==> src/rtl/alu_design.sv <==
// alu_design: registered arithmetic/logic unit with operand-valid
// qualification, clock enable and status flags.
//
// Ports:
//   CLK        rising-edge clock
//   RST        asynchronous active-low reset
//   CE         clock enable; 0 holds all outputs and internal state
//   INP_VALID  operand valid: [0] = OPA, [1] = OPB
//   MODE       1 = arithmetic, 0 = logical
//   CMD        operation select
//   OPA, OPB   operands
//   CIN        carry/borrow in
//   RES        result, zero-extended to 2*DW bits
//   COUT       carry out (add) / borrow (subtract)
//   OFLOW      overflow/underflow indication
//   G, E, L    compare results (CMP only)
//   ERR        illegal command, missing operand or illegal rotate amount
//
// Multiplies (MODE=1, CMD 9/10) capture operands at the issue edge and
// deliver their product one edge later. Results always leave in issue
// order: a command issued while a multiply is still outstanding is parked
// in a one-entry holding register and delivered on the following edge.
module alu_design #(
    parameter int DW = 8,
    parameter int CW = 4
) (
    input  logic            CLK,
    input  logic            RST,
    input  logic            CE,
    input  logic [1:0]      INP_VALID,
    input  logic            MODE,
    input  logic [CW-1:0]   CMD,
    input  logic [DW-1:0]   OPA,
    input  logic [DW-1:0]   OPB,
    input  logic            CIN,
    output logic [2*DW-1:0] RES,
    output logic            COUT,
    output logic            OFLOW,
    output logic            G,
    output logic            E,
    output logic            L,
    output logic            ERR
);

    localparam int RW = 2 * DW;
    localparam int SW = $clog2(DW);

    typedef struct packed {
        logic [RW-1:0] res;
        logic          cout;
        logic          oflow;
        logic          g;
        logic          e;
        logic          l;
        logic          err;
    } result_t;

    typedef enum logic [1:0] {
        PEND_NONE,   // nothing outstanding, results go straight out
        PEND_RES,    // an older single-cycle result waits in skid_q
        PEND_MUL     // an older multiply waits in the operand stage
    } pend_e;

    pend_e         pend_q;
    result_t       out_q;
    result_t       skid_q;
    logic [DW-1:0] ma_q;
    logic [DW-1:0] mb_q;
    logic          msel_q;

    result_t       cur_d;
    result_t       mul_d;
    logic [31:0]   cmd_n;
    logic          is_mul;
    logic          need_a;
    logic          need_b;
    logic          legal;
    logic [DW:0]   sum;
    logic [DW:0]   step;
    logic [DW-1:0] diff;
    logic [DW-1:0] lg;
    logic [SW-1:0] shamt;
    logic [SW:0]   inv;
    logic [DW:0]   mul_a;
    logic [DW:0]   mul_b;

    assign cmd_n  = 32'(CMD);
    assign is_mul = MODE && (cmd_n == 32'd9 || cmd_n == 32'd10) && (INP_VALID == 2'b11);
    assign shamt  = OPB[SW-1:0];
    assign inv    = (SW+1)'(DW) - {1'b0, shamt};

    // Single-cycle result for the command presented this cycle.
    always_comb begin
        cur_d  = '0;
        need_a = 1'b0;
        need_b = 1'b0;
        legal  = 1'b1;
        sum    = '0;
        step   = '0;
        diff   = '0;
        lg     = '0;
        if (MODE) begin
            case (cmd_n)
                0, 2: begin
                    need_a = 1'b1;
                    need_b = 1'b1;
                    sum = {1'b0, OPA} + {1'b0, OPB} + ((cmd_n == 32'd2) ? (DW+1)'(CIN) : '0);
                    cur_d.res  = RW'(sum[DW-1:0]);
                    cur_d.cout = sum[DW];
                end
                1, 3: begin
                    need_a = 1'b1;
                    need_b = 1'b1;
                    if (cmd_n == 32'd3) begin
                        diff = OPA - OPB - DW'(CIN);
                        cur_d.oflow = {1'b0, OPA} < ({1'b0, OPB} + (DW+1)'(CIN));
                    end else begin
                        diff = OPA - OPB;
                        cur_d.oflow = OPA < OPB;
                    end
                    cur_d.res  = RW'(diff);
                    cur_d.cout = cur_d.oflow;
                end
                4: begin
                    need_a = 1'b1;
                    step = {1'b0, OPA} + (DW+1)'(1);
                    cur_d.res   = RW'(step);
                    cur_d.oflow = &OPA;
                end
                5: begin
                    need_a = 1'b1;
                    step = {1'b0, OPA} - (DW+1)'(1);
                    cur_d.res   = RW'(step);
                    cur_d.oflow = (OPA == '0);
                end
                6: begin
                    need_b = 1'b1;
                    step = {1'b0, OPB} + (DW+1)'(1);
                    cur_d.res   = RW'(step);
                    cur_d.oflow = &OPB;
                end
                7: begin
                    need_b = 1'b1;
                    step = {1'b0, OPB} - (DW+1)'(1);
                    cur_d.res   = RW'(step);
                    cur_d.oflow = (OPB == '0);
                end
                8: begin
                    need_a = 1'b1;
                    need_b = 1'b1;
                    cur_d.g = OPA > OPB;
                    cur_d.e = OPA == OPB;
                    cur_d.l = OPA < OPB;
                end
                9, 10: begin
                    // Valid multiplies bypass this path; only the error case lands here.
                    need_a = 1'b1;
                    need_b = 1'b1;
                end
                default: legal = 1'b0;
            endcase
        end else begin
            case (cmd_n)
                0:  begin need_a = 1'b1; need_b = 1'b1; lg = OPA & OPB;     end
                1:  begin need_a = 1'b1; need_b = 1'b1; lg = ~(OPA & OPB);  end
                2:  begin need_a = 1'b1; need_b = 1'b1; lg = OPA | OPB;     end
                3:  begin need_a = 1'b1; need_b = 1'b1; lg = ~(OPA | OPB);  end
                4:  begin need_a = 1'b1; need_b = 1'b1; lg = OPA ^ OPB;     end
                5:  begin need_a = 1'b1; need_b = 1'b1; lg = ~(OPA ^ OPB);  end
                6:  begin need_a = 1'b1; lg = ~OPA;                         end
                7:  begin need_b = 1'b1; lg = ~OPB;                         end
                8:  begin need_a = 1'b1; lg = OPA >> 1;                     end
                9:  begin need_a = 1'b1; lg = OPA << 1;                     end
                10: begin need_b = 1'b1; lg = OPB >> 1;                     end
                11: begin need_b = 1'b1; lg = OPB << 1;                     end
                12: begin
                    need_a = 1'b1;
                    need_b = 1'b1;
                    lg = (OPA << shamt) | (OPA >> inv);
                    cur_d.err = |OPB[DW-1:SW];
                end
                13: begin
                    need_a = 1'b1;
                    need_b = 1'b1;
                    lg = (OPA >> shamt) | (OPA << inv);
                    cur_d.err = |OPB[DW-1:SW];
                end
                default: legal = 1'b0;
            endcase
            cur_d.res = RW'(lg);
        end
        if (!legal || (need_a && !INP_VALID[0]) || (need_b && !INP_VALID[1])) begin
            cur_d     = '0;
            cur_d.err = 1'b1;
        end
    end

    // Second-cycle multiply from the captured operands.
    always_comb begin
        mul_d = '0;
        if (msel_q) begin
            mul_a = {1'b0, ma_q[DW-2:0], 1'b0};
            mul_b = {1'b0, mb_q};
        end else begin
            mul_a = {1'b0, ma_q} + (DW+1)'(1);
            mul_b = {1'b0, mb_q} + (DW+1)'(1);
        end
        mul_d.res = RW'(mul_a) * RW'(mul_b);
    end

    always_ff @(posedge CLK or negedge RST) begin
        if (!RST) begin
            pend_q <= PEND_NONE;
            out_q  <= '0;
            skid_q <= '0;
            ma_q   <= '0;
            mb_q   <= '0;
            msel_q <= 1'b0;
        end else if (CE) begin
            // Oldest outstanding result leaves first.
            case (pend_q)
                PEND_RES: out_q <= skid_q;
                PEND_MUL: out_q <= mul_d;
                default:  if (!is_mul) out_q <= cur_d;
            endcase
            if (is_mul) begin
                ma_q   <= OPA;
                mb_q   <= OPB;
                msel_q <= (cmd_n == 32'd10);
                pend_q <= PEND_MUL;
            end else if (pend_q != PEND_NONE) begin
                skid_q <= cur_d;
                pend_q <= PEND_RES;
            end
        end
    end

    assign RES   = out_q.res;
    assign COUT  = out_q.cout;
    assign OFLOW = out_q.oflow;
    assign G     = out_q.g;
    assign E     = out_q.e;
    assign L     = out_q.l;
    assign ERR   = out_q.err;

endmodule

==> config.mk <==
export PLATFORM = sky130hd
export DESIGN_NAME = alu_design
export DESIGN_NICKNAME = d
export VERILOG_FILES = /design/src/rtl/alu_design.sv
export SDC_FILE = /design/constraint.sdc
export NUM_CORES = 1
export LEC_CHECK = 0
export ABC_AREA = 1
export CAP_MARGIN = 20
export CORE_ASPECT_RATIO = 1.4
export CORE_MARGIN = 5
export CORE_UTILIZATION = 50
export DETAILED_ROUTE_END_ITERATION = 10
export PLACE_DENSITY = 0.68
export SETUP_SLACK_MARGIN = 0.1
export SLEW_MARGIN = 20
export SYNTH_ARGS = -nofsm -noshare
export SYNTH_HDL_FRONTEND = slang
export SYNTH_SLANG_ARGS = --single-unit
==> constraint.sdc <==
create_clock -name CLK -period 14.8 [get_ports CLK]
set_input_delay 2.22 -clock CLK [delete_from_list [all_inputs] [get_ports CLK]]
set_output_delay 2.22 -clock CLK [all_outputs]
set_load 0.005 [all_outputs]
==> out/results.tsv <==
stage	metric	value	unit
placement	gpl congestion	1.09	
clocking	CTS max path bufs	2	
pwr	Internal	0.000853	W
setup_path	Worst setup EP type	register	
clocking	number of gates resized after cts	0	
die	Die Y	173	um
detailed_routing	Metal-1 WL	12600	um
sta	clk_skew	0.0122	ns
cells_and_area	Fillers	1983	
global_route	largest net degree at the start of global routing	57	
die	die width	127	um
pwr	Sequential Power Share	0.091	
setup_path	Crit Path Category	reg2reg	
logic_synthesis	Post-Syn Instances	1484	
pwr	clock share of power	0.059	
setup_path	max incr delay on CP	0.55	ns
clocking	CTS buffer count	5	
pwr	Comb pwr share	0.849	
logic_synthesis	synthesized area	9510	um^2
logic_synthesis	top-count cell post-synth	nand2_1	
placement	placed cell area	10200	um^2
pwr	sw power	0.00115	W
sta	period utilization	0.404	
logic_synthesis	Yosys cell types	55	
global_route	initial antenna violation count	0	
cells_and_area	design area	10400	um^2
logic_synthesis	register area share after synthesis	0.147	
clocking	CTS Sinks	56	
sta	RSZ-0062 raised after global routing	no	
detailed_routing	number of DRC markers in iteration 0	780	
die	# IOs	49	
setup_path	critical path, cell by cell	inv_1 > nand4_1 > nor3_1 > xor2_1 > inv_1 > nor2_1 > fa_1 > fa_1 > fa_1 > inv_1 > fa_1 > inv_1 > ha_1 > nand2_1 > o21ai_0 > inv_1 > nand2_1 > nand2_1 > nand2_1 > a21oi_1 > or2_2 > nand3_1 > nand2_1	
clocking	Clock Latency Late Sink	0.31	ns
sta	Hold Vio Cnt, Final	0	
sta	Tmin final	5.97	ns
sta	setup TNS	0	ns
logic_synthesis	fraction of registers with async set/reset	1.00	
pwr	pwr dens	194	nW/um^2
sta	Slew headroom	0.422	
setup_path	slowest CP cell	fa_1	
clocking	Clock Tree Root	clkbuf_16	
clocking	Setup Fix Bufs, Post-CTS	0	
detailed_routing	metal2 WL	17500	um
die	Die Area	21900	um^2
logic_synthesis	syn_nets	1660	
clocking	depth of the CTS H-tree	2	
logic_synthesis	Synth Register Bits	56	
pwr	maximum VDD drop	0.168	mV
cells_and_area	Layout area overhead	8.90	%
clocking	Reg clk slew, reported paths	0.08	ns
setup_path	CP Launch Type	register	
logic_synthesis	syn_area_per_cell	6.41	um^2
setup_path	CP max FO	13	
detailed_routing	Vias/cell	5.84	
global_route	number of global-route vias before repair	10174	
placement	IO buf count	48	
clocking	CTS tree	built	
cells_and_area	# diodes	0	
detailed_routing	drt pass-1 iters	8	
setup_path	Critical Path RT	15.00	ns
logic_synthesis	dominant cell type by area after synthesis	dfrtp_1	
global_route	GRT Util Overall	0.318	
detailed_routing	routed len/inst	20.0	um
global_route	Overflow after GRT	0	
detailed_routing	WL final	35200	um
pwr	switching share of power	0.575	
cells_and_area	share of post-route cells with drive strength above 1	0.0461	
sta	Final Max Slew Viols	0	
global_route	first-pass GRT wire length	55000	um
detailed_routing	top sig layer	met4	
pwr	Power Total	0.00201	W
die	# rows	59	
logic_synthesis	commonest register cell after synthesis	dfrtp_1	
logic_synthesis	Ys Warns	0	
sta	Least-Margin Pin Slew	0.859	ns
setup_path	Reg2Reg Setup Slack	8.83	ns
setup_path	critical path arrival	6.17	ns
logic_synthesis	EDFF count, synth	0	
die	Initial Utilization	0.509	
detailed_routing	Remaining DRCs	0	
placement	hpwl dp	28600	um
logic_synthesis	Synth top cells by count	nand2_1 (367), inv_1 (224), nor2_1 (160), nand3_1 (124), o21ai_0 (104)	
detailed_routing	met3 WL	2180	um
sta	endpoints failing setup	0	
detailed_routing	post-route antenna net violation count	0	
status	status	complete, no violations	
pwr	Leakage	5.39	nW
cells_and_area	Final Util	0.555	
job	max cap viols	0	
die	core area	18700	um^2
logic_synthesis	top cells by area, synth	dfrtp_1 (15%), nand2_1 (14%), ha_1 (12%)	
logic_synthesis	area share of the largest cell type after synthesis	0.147	
cells_and_area	nets	1693	
sta	Peak Freq	0.167	GHz
detailed_routing	vias after detailed routing	10297	
worst_hold_path	worst hold path class	reg2reg	
clocking	# hold bufs at CTS	0	
-- layer usage --
metal	vias up	GRT usage
li1	4891	-
met1	4791	0.338
met2	455	0.568
met3	160	0.0460
met4	0	0.221
met5	-	0
-- cell usage in the layout, fill, tap and decap left out, types with 30 or more instances in the layout --
cell             netlist  routed
nand2_1              367     367
inv_1                224     224
nor2_1               160     160
nand3_1              124     124
o21ai_0              104     104
ha_1                  95      95
a21oi_1               81      81
dfrtp_1               56      56
fa_1                  54      54
clkdlybuf4s50_1        0      47
nand4_1               30      30
-- kinds of logic (layout without fill, tap and decap cells) --
kind of cell | Yosys count | in the layout | synth area share
simple gates | 744 | 744 | 0.340
fa+ha+maj | 149 | 149 | 0.239
compound gates | 245 | 245 | 0.146
flops | 56 | 56 | 0.147
xor+xnor | 17 | 17 | 0.0157
buf+inv | 273 | 307 | 0.112
-- flip-flops by register name, indices dropped and copies added, names as in the netlist --
signal / flops
msel_q: 1
COUT: 1
G: 1
E: 1
mb_q: 8
pend_q: 2
skid_q: 15
OFLOW: 1
ERR: 1
RES: 16
L: 1
ma_q: 8
-- worst paths after layout --
kind	start	endpoint	cells after the start
max	msel_q	RES[13]	23
min	skid_q[6]	skid_q[6]	2
max reg2reg	msel_q	RES[13]	23
min reg2reg	skid_q[6]	skid_q[6]	2
max in group asynchronous	RST	RES[8]	2
min in group asynchronous	RST	ma_q[7]	2
-- worst max-delay path, delay by kind of cell, from the launching register on --
| kind | cells | cell delay, ns |
|---|---|---|
| adder cells (fa/ha/maj) | 5 | 2.38 |
| AND/OR/NAND/NOR | 10 | 1.44 |
| buffers and inverters | 5 | 0.81 |
| flip-flops | 1 | 0.51 |
| XOR/XNOR | 1 | 0.44 |
| AO/OA/AOI/OAI | 2 | 0.30 |
-- layout make-up --
type | instances | area, um^2 | share of cell area
repair buffers | 59 | 558 | 0.0539
flip-flops and latches | 56 | 1400 | 0.135
clock inverters | 3 | 21.3 | 0.00205
well taps | 244 | 305 | 0.0295
clock buffers | 5 | 125 | 0.0121
inverters | 240 | 905 | 0.0873
multi-input cells | 1155 | 7040 | 0.680
-- metrics by stage --
step,hold WS (ns),instances,setup WS [ns]
after floorplan,0.449,1484,9.88
after global routing,0.510,1762,8.28
after detailed placement,0.466,1754,8.84
after global placement,0.463,1754,8.90
after CTS,0.486,1762,8.82
final,0.483,1762,8.83
-- power by group through the flow --
stage	Combinational, W	Sequential (W)	Clock, W
final	0.00170	0.000184	0.000119
after global routing	0.00195	0.000185	0.000127
after CTS	0.00171	0.000183	0.000123
after detailed placement	0.00169	0.000186	0
after global placement	0.00167	0.000186	0
after floorplan	0.00122	0.000182	0
No activity file was read; power rests on OpenSTA's default activity.
